$ cat config.mk
export PLATFORM = sky130hd
export DESIGN_NAME = mem_ctrl_flat
export DESIGN_NICKNAME = d
export VERILOG_FILES = /design/src/rtl/mem_ctrl_if.sv /design/src/rtl/mem_ctrl.sv /design/src/flat_wrapper.sv
export SDC_FILE = /design/constraint.sdc
export NUM_CORES = 1
export LEC_CHECK = 0
export ABC_AREA = 1
export CAP_MARGIN = 40
export CORE_MARGIN = 2
export CORE_UTILIZATION = 40
export CTS_CLUSTER_SIZE = 16
export DETAILED_ROUTE_END_ITERATION = 10
export PLACE_DENSITY_LB_ADDON = 0.08
export SETUP_SLACK_MARGIN = 0.02
export SLEW_MARGIN = 20
export SYNTH_ARGS = -nofsm -noshare
export SYNTH_HDL_FRONTEND = slang
export SYNTH_SLANG_ARGS = --single-unit
$ cat constraint.sdc
create_clock -name clk -period 8.1 [get_ports clk]
set_clock_uncertainty 0.2 [all_clocks]
set_input_delay 0.81 -clock clk [delete_from_list [all_inputs] [get_ports clk]]
set_output_delay 0.81 -clock clk [all_outputs]
set_load 0.005 [all_outputs]
$ cat src/rtl/mem_ctrl_if.sv
// mem_ctrl_if: fetch, load/store and byte-wide RAM signals of mem_ctrl.
// slave = controller side; master = pipeline stages plus the RAM.
//
// Fetch  : if_req_i, if_addr_i, if_flush_i -> if_done_o, if_inst_o
// Ld/St  : mem_req_i, mem_we_i, mem_addr_i, mem_len_i, mem_wdata_i
//          -> mem_done_o, mem_rdata_o
// RAM    : ram_din_i -> ram_dout_o, ram_a_o, ram_wr_o
// Status : busy_o
interface mem_ctrl_if #(
    parameter int ADDR_WIDTH = 32
);
    logic                  if_req_i;
    logic [ADDR_WIDTH-1:0] if_addr_i;
    logic                  if_flush_i;
    logic                  if_done_o;
    logic [31:0]           if_inst_o;
    logic                  mem_req_i;
    logic                  mem_we_i;
    logic [ADDR_WIDTH-1:0] mem_addr_i;
    logic [1:0]            mem_len_i;
    logic [31:0]           mem_wdata_i;
    logic                  mem_done_o;
    logic [31:0]           mem_rdata_o;
    logic [7:0]            ram_din_i;
    logic [7:0]            ram_dout_o;
    logic [ADDR_WIDTH-1:0] ram_a_o;
    logic                  ram_wr_o;
    logic                  busy_o;

    modport slave (
        input  if_req_i, if_addr_i, if_flush_i,
        input  mem_req_i, mem_we_i, mem_addr_i,
        input  mem_len_i, mem_wdata_i, ram_din_i,
        output if_done_o, if_inst_o,
        output mem_done_o, mem_rdata_o,
        output ram_dout_o, ram_a_o, ram_wr_o, busy_o
    );

    modport master (
        output if_req_i, if_addr_i, if_flush_i,
        output mem_req_i, mem_we_i, mem_addr_i,
        output mem_len_i, mem_wdata_i, ram_din_i,
        input  if_done_o, if_inst_o,
        input  mem_done_o, mem_rdata_o,
        input  ram_dout_o, ram_a_o, ram_wr_o, busy_o
    );
endinterface

$ cat src/rtl/mem_ctrl.sv
// mem_ctrl: byte-serial single-port RAM controller shared by fetch and MEM.
// Ports: clk, rst (sync, active-high), bus (mem_ctrl_if.slave).
module mem_ctrl #(
    parameter int ADDR_WIDTH = 32
) (
    input  logic       clk,
    input  logic       rst,
    mem_ctrl_if.slave  bus
);
    typedef enum logic [1:0] {
        IDLE,
        IF_RD,
        MEM_RD,
        MEM_WR
    } state_e;

    state_e                state_q, state_d;
    logic [2:0]            cnt_q, cnt_d;
    logic [2:0]            len_q, len_d;
    logic [ADDR_WIDTH-1:0] base_q, base_d;
    logic [31:0]           wdata_q, wdata_d;
    logic [31:0]           buf_q, buf_d;
    logic [ADDR_WIDTH-1:0] ram_a_q, ram_a_d;
    logic [7:0]            ram_dout_q, ram_dout_d;
    logic                  ram_wr_q, ram_wr_d;
    logic                  if_done_q, if_done_d;
    logic [31:0]           if_inst_q, if_inst_d;
    logic                  mem_done_q, mem_done_d;
    logic [31:0]           mem_rdata_q, mem_rdata_d;
    logic                  busy_q, busy_d;

    // k is the index of the edge being evaluated, counted from accept.
    logic [2:0]            k;
    logic [ADDR_WIDTH-1:0] addr_k;
    logic [31:0]           buf_ins;
    logic [2:0]            mem_n;

    assign k      = cnt_q + 3'd1;
    assign addr_k = base_q + ADDR_WIDTH'(k);

    always_comb begin
        mem_n = 3'd4;
        if (bus.mem_len_i == 2'b00) mem_n = 3'd1;
        if (bus.mem_len_i == 2'b01) mem_n = 3'd2;
    end

    // Byte k-2 arrives on ram_din_i at edge k (one address, one RAM stage).
    always_comb begin
        buf_ins = buf_q;
        case (cnt_q)
            3'd1:    buf_ins[7:0]   = bus.ram_din_i;
            3'd2:    buf_ins[15:8]  = bus.ram_din_i;
            3'd3:    buf_ins[23:16] = bus.ram_din_i;
            3'd4:    buf_ins[31:24] = bus.ram_din_i;
            default: buf_ins = buf_q;
        endcase
    end

    always_comb begin
        state_d     = state_q;
        cnt_d       = cnt_q;
        len_d       = len_q;
        base_d      = base_q;
        wdata_d     = wdata_q;
        buf_d       = buf_q;
        ram_a_d     = ram_a_q;
        ram_dout_d  = ram_dout_q;
        ram_wr_d    = 1'b0;
        if_done_d   = 1'b0;
        if_inst_d   = if_inst_q;
        mem_done_d  = 1'b0;
        mem_rdata_d = mem_rdata_q;
        case (state_q)
            IDLE: begin
                // A done pulse in flight forces one bubble cycle.
                if (!if_done_q && !mem_done_q) begin
                    if (bus.mem_req_i) begin
                        base_d  = bus.mem_addr_i;
                        len_d   = mem_n;
                        cnt_d   = 3'd0;
                        buf_d   = 32'd0;
                        wdata_d = bus.mem_wdata_i;
                        ram_a_d = bus.mem_addr_i;
                        if (bus.mem_we_i) begin
                            state_d    = MEM_WR;
                            ram_dout_d = bus.mem_wdata_i[7:0];
                            ram_wr_d   = 1'b1;
                        end else begin
                            state_d = MEM_RD;
                        end
                    end else if (bus.if_req_i && !bus.if_flush_i) begin
                        state_d = IF_RD;
                        base_d  = bus.if_addr_i;
                        len_d   = 3'd4;
                        cnt_d   = 3'd0;
                        buf_d   = 32'd0;
                        ram_a_d = bus.if_addr_i;
                    end
                end
            end
            IF_RD, MEM_RD: begin
                if (state_q == IF_RD && bus.if_flush_i) begin
                    state_d = IDLE;
                    cnt_d   = 3'd0;
                end else begin
                    cnt_d = k;
                    if (k < len_q) ram_a_d = addr_k;
                    if (k >= 3'd2) buf_d = buf_ins;
                    if (k == len_q + 3'd1) begin
                        state_d = IDLE;
                        cnt_d   = 3'd0;
                        if (state_q == IF_RD) begin
                            if_inst_d = buf_ins;
                            if_done_d = 1'b1;
                        end else begin
                            mem_rdata_d = buf_ins;
                            mem_done_d  = 1'b1;
                        end
                    end
                end
            end
            MEM_WR: begin
                cnt_d = k;
                if (k < len_q) begin
                    ram_a_d    = addr_k;
                    ram_dout_d = wdata_q[{k[1:0], 3'b000} +: 8];
                    ram_wr_d   = 1'b1;
                end else begin
                    state_d    = IDLE;
                    cnt_d      = 3'd0;
                    mem_done_d = 1'b1;
                end
            end
            default: state_d = IDLE;
        endcase
        busy_d = (state_d != IDLE);
    end

    always_ff @(posedge clk) begin
        if (rst) begin
            state_q     <= IDLE;
            cnt_q       <= 3'd0;
            len_q       <= 3'd0;
            base_q      <= '0;
            wdata_q     <= 32'd0;
            buf_q       <= 32'd0;
            ram_a_q     <= '0;
            ram_dout_q  <= 8'd0;
            ram_wr_q    <= 1'b0;
            if_done_q   <= 1'b0;
            if_inst_q   <= 32'd0;
            mem_done_q  <= 1'b0;
            mem_rdata_q <= 32'd0;
            busy_q      <= 1'b0;
        end else begin
            state_q     <= state_d;
            cnt_q       <= cnt_d;
            len_q       <= len_d;
            base_q      <= base_d;
            wdata_q     <= wdata_d;
            buf_q       <= buf_d;
            ram_a_q     <= ram_a_d;
            ram_dout_q  <= ram_dout_d;
            ram_wr_q    <= ram_wr_d;
            if_done_q   <= if_done_d;
            if_inst_q   <= if_inst_d;
            mem_done_q  <= mem_done_d;
            mem_rdata_q <= mem_rdata_d;
            busy_q      <= busy_d;
        end
    end

    assign bus.ram_a_o     = ram_a_q;
    assign bus.ram_dout_o  = ram_dout_q;
    assign bus.ram_wr_o    = ram_wr_q;
    assign bus.if_done_o   = if_done_q;
    assign bus.if_inst_o   = if_inst_q;
    assign bus.mem_done_o  = mem_done_q;
    assign bus.mem_rdata_o = mem_rdata_q;
    assign bus.busy_o      = busy_q;
endmodule

$ cat src/flat_wrapper.sv
// flat-port wrapper written by rule: the top's interface ports become plain ports
module mem_ctrl_flat 
#(
    parameter int ADDR_WIDTH = 32
)
  (clk, rst, bus_if_req_i, bus_if_addr_i, bus_if_flush_i, bus_mem_req_i, bus_mem_we_i, bus_mem_addr_i, bus_mem_len_i, bus_mem_wdata_i, bus_ram_din_i, bus_if_done_o, bus_if_inst_o, bus_mem_done_o, bus_mem_rdata_o, bus_ram_dout_o, bus_ram_a_o, bus_ram_wr_o, bus_busy_o);
  mem_ctrl_if #(.ADDR_WIDTH(ADDR_WIDTH)) bus_i ();
  input  logic clk;
  input  logic rst;
  input wire logic [$bits(bus_i.if_req_i)-1:0] bus_if_req_i;
  input wire logic [$bits(bus_i.if_addr_i)-1:0] bus_if_addr_i;
  input wire logic [$bits(bus_i.if_flush_i)-1:0] bus_if_flush_i;
  input wire logic [$bits(bus_i.mem_req_i)-1:0] bus_mem_req_i;
  input wire logic [$bits(bus_i.mem_we_i)-1:0] bus_mem_we_i;
  input wire logic [$bits(bus_i.mem_addr_i)-1:0] bus_mem_addr_i;
  input wire logic [$bits(bus_i.mem_len_i)-1:0] bus_mem_len_i;
  input wire logic [$bits(bus_i.mem_wdata_i)-1:0] bus_mem_wdata_i;
  input wire logic [$bits(bus_i.ram_din_i)-1:0] bus_ram_din_i;
  output wire logic [$bits(bus_i.if_done_o)-1:0] bus_if_done_o;
  output wire logic [$bits(bus_i.if_inst_o)-1:0] bus_if_inst_o;
  output wire logic [$bits(bus_i.mem_done_o)-1:0] bus_mem_done_o;
  output wire logic [$bits(bus_i.mem_rdata_o)-1:0] bus_mem_rdata_o;
  output wire logic [$bits(bus_i.ram_dout_o)-1:0] bus_ram_dout_o;
  output wire logic [$bits(bus_i.ram_a_o)-1:0] bus_ram_a_o;
  output wire logic [$bits(bus_i.ram_wr_o)-1:0] bus_ram_wr_o;
  output wire logic [$bits(bus_i.busy_o)-1:0] bus_busy_o;
  assign bus_i.if_req_i = bus_if_req_i;
  assign bus_i.if_addr_i = bus_if_addr_i;
  assign bus_i.if_flush_i = bus_if_flush_i;
  assign bus_i.mem_req_i = bus_mem_req_i;
  assign bus_i.mem_we_i = bus_mem_we_i;
  assign bus_i.mem_addr_i = bus_mem_addr_i;
  assign bus_i.mem_len_i = bus_mem_len_i;
  assign bus_i.mem_wdata_i = bus_mem_wdata_i;
  assign bus_i.ram_din_i = bus_ram_din_i;
  assign bus_if_done_o = bus_i.if_done_o;
  assign bus_if_inst_o = bus_i.if_inst_o;
  assign bus_mem_done_o = bus_i.mem_done_o;
  assign bus_mem_rdata_o = bus_i.mem_rdata_o;
  assign bus_ram_dout_o = bus_i.ram_dout_o;
  assign bus_ram_a_o = bus_i.ram_a_o;
  assign bus_ram_wr_o = bus_i.ram_wr_o;
  assign bus_busy_o = bus_i.busy_o;
  mem_ctrl #(.ADDR_WIDTH(ADDR_WIDTH)) u_core (.clk(clk), .rst(rst), .bus(bus_i));
endmodule
==> impl_metrics.py, run 1 <==
metrics = {
    "clocking": {
        "h-tree-depth": 1,
        "cts_hold_buf": 0,
        "cts_setup_buffers": 0,
        "clkSinkCount": 212,
        "clk_pin_slew_worst_paths_ns": 0.06,
        "cts_tree": "done",
        "cts-buffers-inserted": 25,
        "post_cts_resize_count": 0,
        "cts.root.buffer_cell": "clkbuf_16",
        "clockBufferDepth": 3,
        "clock_latency_ns": 0.52,
    },
    "sta": {
        "tns_ns": 0,
        "setup_viol": 0,
        "fin_crit_sh_pct": 46.1,
        "worst_pin_slew_ns": 0.766,
        "finalMaxSlewViolations": 0,
        "max_freq_mhz": 268,
        "grt_setup_unrepaired": "no",
        "layout_setup_ws_ns": 4.36,
        "hold_viol": 0,
        "slew_headroom_pct": 48.9,
        "period_minus_slack_ns": 3.74,
    },
    "global_routing": {
        "grt_pass1_vias": 9589,
        "grt_usage_pct": 22.3,
        "grt_use_met1_pct": 31.3,
        "grt_max_degree": 66,
        "grt_util_met2_pct": 35.4,
        "grt_pass1_wl_um": 48900,
        "met3_usage_pct": 4.16,
        "top_usage_layer": "met2",
        "overflow": 0,
        "antenna_found_initial": 1,
    },
    "floorplanning": {
        "dieArea_um2": 26700,
        "initial_core_util_pct": 40.6,
        "die_x_um": 163,
        "die_h_um": 163,
        "num_rows": 58,
        "io_pins": 220,
        "floorplan.core_area_um2": 25000,
    },
    "drt": {
        "wl_per_cell_um": 15.5,
        "viasPerCell": 5.07,
        "drt_iter0_markers": 717,
        "drc": 0,
        "dr.pass1.iters": 5,
        "ant_nets": 0,
        "vias": 9976,
        "wirelength_um": 30400,
    },
    "synth": {
        "yosysTopAreaCell": "dfxtp_1",
        "synth_mux_area_share_pct": 2.66,
        "yosysMostFrequentCell": "nor2_1",
        "synth_top_area_share_pct": 41.8,
        "synth_compound_area_share_pct": 20.5,
        "syn_nets": 1576,
        "synthTopCellsByArea": "dfxtp_1 42%, a21oi_1 9.4%, nor2_1 9.3%",
        "synth_seq_area_share_pct": 41.8,
        "ys.flop_type": "dfxtp_1",
        "synth_cells": 1449,
        "synth_xor_area_share_pct": 0.689,
        "synth_commonest_cells": "253 x nor2_1, 234 x nand2_1, 212 x dfxtp_1",
        "synth_warnings": 0,
        "syn_area_per_cell_um2": 7.01,
        "synth.cell_area_um2": 10200,
        "synth_top_family_by_area": "simple AND/OR/NAND/NOR gates",
        "synthSimpleGateAreaFrac_pct": 23.3,
        "synth-edff-count": 0,
        "synth_cell_type_count": 41,
        "synth-adder-area-share_pct": 1.85,
        "synth-async-reset-ratio_pct": 0,
        "ys_ff_latch": 212,
    },
    "setup_path": {
        "critical_path.max_fanout": 35,
        "r2r_slack_ns": 4.36,
        "cp_slowest_cell": "ha_1",
        "r2r_end": "u_core.bus.mem_rdata_o[16]",
        "path_cells": "inv_1 -> ha_1 -> xor2_1 -> nor2_2 -> nand3_2 -> nor2_1 -> nand2_2 -> buf_4 -> nor2_1 -> a21oi_1 -> nor2_1",
        "crit_arrival_ns": 3.91,
        "cp.required_ns": 8.28,
        "path_common_cell": "nor2_1",
        "end_kind": "flop",
        "worst_r2r_startpoint": "u_core.cnt_q[0]",
        "setup.worst_path.end": "u_core.bus.mem_rdata_o[16]",
        "crit_start": "u_core.cnt_q[0]",
        "critPathKind": "flop to flop",
        "cp_slowest_stage_delay_ns": 0.79,
        "setup.worst_path.start_class": "flop",
        "r2r_cells": 11,
    },
    "pwr": {
        "p_leak_nw": 5.55,
        "power_density_nw_per_um2": 263,
        "ir_drop_mv": 0.128,
        "p_total_w": 0.00349,
    },
    "placed_design": {
        "placedCellCount": 1918,
        "gp_congestion": 0.893,
        "dpl.hpwl_um": 21200,
        "dpl_worst_slack_ns": 4.08,
        "io_buffers": 219,
    },
    "cells_and_area": {
        "final_cells": 1966,
        "synthToLayoutAreaGrowth_pct": 30.8,
        "layout.nets": 1744,
        "layout-drive-gt1-share_pct": 5.50,
        "antenna_cells": 0,
        "final_util_pct": 53.1,
        "fillers": 2476,
    },
    "min_path": {
        "hold_path_class": "flop to flop",
    },
    "status": {
        "status": "completed",
    },
    "run": {
        "maxCapViolations": 0,
    },
}
[per-layer routing]
layer | wire length [µm] | vias up
met2 | 13200 | 292
met3 | 2010 | 50
met1 | 14500 | 4567
met5 | 16 | -
met4 | 672 | 2
li1 | - | 5065
[sequential cells by signal, indices dropped and copies added, names as in the netlist, 2 cells and up]
register and cells:
u_core.buf_q 32, u_core.state_q 2, u_core.len_q 3, u_core.bus.ram_a_o 32
u_core.bus.if_inst_o 32, u_core.base_q 32, u_core.bus.ram_dout_o 8, u_core.wdata_q 32
u_core.cnt_q 3, u_core.bus.mem_rdata_o 32
[cell families after synthesis]
kind of cell	after synthesis
flops	212
fa+ha+maj	15
mux	27
simple gates	578
xor+xnor	8
buf+inv	209
compound gates	400
[through the flow]
stage          cell area (µm²)  hold slack [ns]
3_3_place_gp             12300            0.239
5_1_grt                  13300            0.263
6_report                 13300            0.251
4_1_cts                  13300            0.252
3_5_place_dp             12400            0.243
2_1_floorplan            10200            0.230
[final cells by class]
type                    count  area (µm²)  area share (%)
well taps                 330         413            3.10
clock buffers              35         743            5.59
flip-flops and latches    212        4240            31.9
multi-input cells        1028        4990            37.5
inverters                 118         445            3.35
repair buffers            232        2350            17.7
clock inverters            11         111           0.837
[layout by cell type (no fill, tap or decap), types with 8 or more instances in the layout]
cell,n
clkdlybuf4s50_1,217
o211a_1,8
ha_1,15
inv_2,9
clkbuf_8,8
inv_1,107
buf_4,9
clkbuf_16,25
nand3_1,54
a21oi_1,190
a31oi_1,12
xor2_1,8
nor3_1,9
nand2_1,232
dfxtp_1,212
nor2_1,253
o21ai_0,173
mux2i_1,27
[worst max-delay path: cells and delay by family, from the launching register on]
kind / cells / cell delay [ns]
AND/OR/NAND/NOR: 6 / 0.76
adder cells (fa/ha/maj): 1 / 0.79
flip-flops: 1 / 0.60
XOR/XNOR: 1 / 0.23
buffers and inverters: 2 / 0.87
AO/OA/AOI/OAI: 1 / 0.13
[worst min-delay path by stage]
stage,start,endpoint,slack [ns],cells after the start
4_1_cts,u_core.buf_q[26],u_core.buf_q[26],0.25,2
5_1_grt,u_core.buf_q[26],u_core.buf_q[26],0.26,2
3_5_place_dp,u_core.buf_q[26],u_core.buf_q[26],0.24,2
3_3_place_gp,u_core.buf_q[13],u_core.buf_q[13],0.24,2
6_report,u_core.buf_q[26],u_core.buf_q[26],0.25,2
2_1_floorplan,u_core.wdata_q[10],u_core.wdata_q[10],0.23,2
[report_power, final]
part | internal [W] | total, W | leakage [nW] | switching (W)
Clock | 0.000702 | 0.00115 | 0.428 | 0.000450
Sequential | 0.00123 | 0.00133 | 1.74 | 0.000103
Combinational | 0.000404 | 0.00101 | 3.38 | 0.000608
Total | 0.00233 | 0.00349 | 5.55 | 0.00116
No activity file was read; power rests on OpenSTA's default activity.
==> run 2: changes to the inputs <==
==> constraint.sdc (replaced) <==
create_clock -name clk -period 3.3 [get_ports clk]
set_clock_uncertainty 0.2 [all_clocks]
set_input_delay 0.33 -clock clk [delete_from_list [all_inputs] [get_ports clk]]
set_output_delay 0.33 -clock clk [all_outputs]
set_load 0.005 [all_outputs]
==> impl_metrics.py, run 2 (same netlist as run 1, synthesis figures left out) <==
metrics = {
    "global_routing": {
        "grt_max_degree": 89,
        "antenna_found_initial": 0,
        "grt_pass1_vias": 9582,
        "overflow": 0,
        "grt_usage_pct": 23.0,
        "grt_pass1_wl_um": 49900,
    },
    "cells_and_area": {
        "final_common_cell": "nor2_1",
        "regArea_um2": 4240,
        "multiInputGateArea_um2": 4990,
        "synthToLayoutAreaGrowth_pct": 31.9,
        "layout.nets": 1751,
        "fillers": 2515,
        "design_area_um2": 13400,
        "final_cell_mix": "253 x nor2_1, 233 x nand2_1, 217 x clkdlybuf4s50_1, 212 x dfxtp_1, 190 x a21oi_1",
        "layout-drive-gt1-share_pct": 5.79,
        "antenna_cells": 0,
        "final_cells": 1972,
    },
    "setup_path": {
        "worst_r2r_startpoint": "u_core.cnt_q[0]",
        "crit_arrival_ns": 3.12,
        "cp.required_ns": 3.55,
        "end_kind": "flop",
        "critical_path.max_fanout": 11,
        "setup.worst_path.start_class": "flop",
        "cp_slowest_stage_delay_ns": 0.37,
        "path_cells": "ha_1 -> ha_1 -> inv_1 -> ha_1 -> nand3_1 -> nand2_1 -> inv_1 -> nand2_1 -> nand2_2 -> nor2_2 -> nand3_1 -> nand3_1 -> nand2_1 -> a21oi_1",
        "r2r_end": "u_core.bus.ram_a_o[25]",
        "cp_slowest_cell": "ha_1",
        "r2r_slack_ns": 0.42,
        "r2r_cells": 14,
        "critPathKind": "flop to flop",
    },
    "drt": {
        "drt_iter0_markers": 668,
        "drc": 0,
        "wirelength_um": 31100,
        "wl_per_cell_um": 15.8,
        "viasPerCell": 5.12,
        "ant_nets": 0,
        "vias": 10100,
        "dr.pass1.iters": 7,
    },
    "clocking": {
        "clockBufferDepth": 3,
        "h-tree-depth": 1,
        "cts-buffers-inserted": 25,
        "cts_tree": "done",
        "post_cts_resize_count": 0,
        "cts_setup_buffers": 0,
        "clock_latency_ns": 0.52,
        "clkSinkCount": 212,
        "cts.root.buffer_cell": "clkbuf_16",
        "cts_hold_buf": 0,
        "clk_pin_slew_worst_paths_ns": 0.06,
    },
    "placed_design": {
        "dpl-instance-area_um2": 12500,
        "placedCellCount": 1927,
        "gp_congestion": 0.842,
        "dpl.hpwl_um": 21400,
        "io_buffers": 219,
        "dpl_worst_slack_ns": 0.436,
    },
    "min_path": {
        "min_to": "u_core.bus.ram_a_o[0]",
        "hp-start": "bus_mem_req_i",
        "hold_path_class": "input pin to flop",
        "holdPathStages": 6,
    },
    "sta": {
        "setup_viol": 0,
        "max_freq_mhz": 348,
        "worst_pin_slew_ns": 0.583,
        "holdWs_ns": 0.164,
        "slew_headroom_pct": 61.1,
        "layout_setup_ws_ns": 0.424,
        "tns_ns": 0,
        "grt_setup_unrepaired": "no",
        "finalMaxSlewViolations": 0,
        "hold_viol": 0,
        "period_minus_slack_ns": 2.88,
        "fin_crit_sh_pct": 87.2,
    },
    "floorplanning": {
        "io_pins": 220,
        "floorplan.core_area_um2": 25000,
        "dieArea_um2": 26700,
        "initial_core_util_pct": 40.6,
        "die_x_um": 163,
        "die_h_um": 163,
        "num_rows": 58,
    },
    "run": {
        "maxCapViolations": 0,
    },
    "pwr": {
        "p_leak_nw": 5.60,
        "ir_drop_mv": 0.324,
        "power_density_nw_per_um2": 657,
    },
    "status": {
        "status": "completed",
    },
}
-- run 2: changes by cell type in the layout (fill, tap and decap cells not counted) --
cell       change
buf_4          +7
clkinv_2       -4
bufinv_16      +2
clkbuf_8       +2
inv_6          -1
nand2_1        +1
nand2_2        -1
-- run 2: worst max-delay path by stage --
stage	startpoint	end	slack, ns
2_1_floorplan	u_core.cnt_q[0]	u_core.bus.ram_a_o[18]	0.62
3_3_place_gp	u_core.cnt_q[0]	u_core.bus.ram_a_o[25]	0.48
3_5_place_dp	u_core.cnt_q[0]	u_core.bus.ram_a_o[29]	0.44
4_1_cts	u_core.cnt_q[0]	u_core.bus.ram_a_o[29]	0.40
5_1_grt	u_core.cnt_q[0]	u_core.bus.ram_a_o[16]	0.11
6_report	u_core.cnt_q[0]	u_core.bus.ram_a_o[25]	0.42
-- run 2: layer usage --
layer | track usage, % | wire (µm) | part of all wire [%]
met5 | 0 | 0 | 0
met4 | 5.43 | 591 | 1.9
met3 | 4.55 | 2460 | 7.9
met2 | 37.0 | 13600 | 44
met1 | 31.9 | 14500 | 46
-- run 2: final cells by class --
cell class,count,area share [%]
Inverter,118,3.32
Clock buffer,37,5.75
Multi-Input combinational cell,1028,37.2
Clock inverter,8,1.06
Sequential cell,212,31.7
Timing Repair Buffer,239,17.9
Tap cell,330,3.08
-- run 2: worst max-delay path: cells and delay by family, from the launching register on --
kind	cells	cell delay, ns
buffers and inverters	2	0.12
and+or+nand+nor	8	1.14
DFF	1	0.34
AOI/OAI and AO/OA	1	0.11
adders and majority gates	3	0.88
-- run 2: through the flow --
stage	util [%]	total power, W
after floorplan	-	0.00486
after global placement	49.8	0.00580
after detailed placement	49.9	0.00583
after CTS	53.5	0.00887
after global routing	53.5	0.00933
final	53.5	0.00881
-- run 2: power by group --
group	switching, W	total [W]	leakage [nW]	internal [W]
registers	0.000255	0.00327	1.74	0.00301
logic	0.00151	0.00252	3.41	0.00101
clock network	0.00111	0.00302	0.451	0.00192
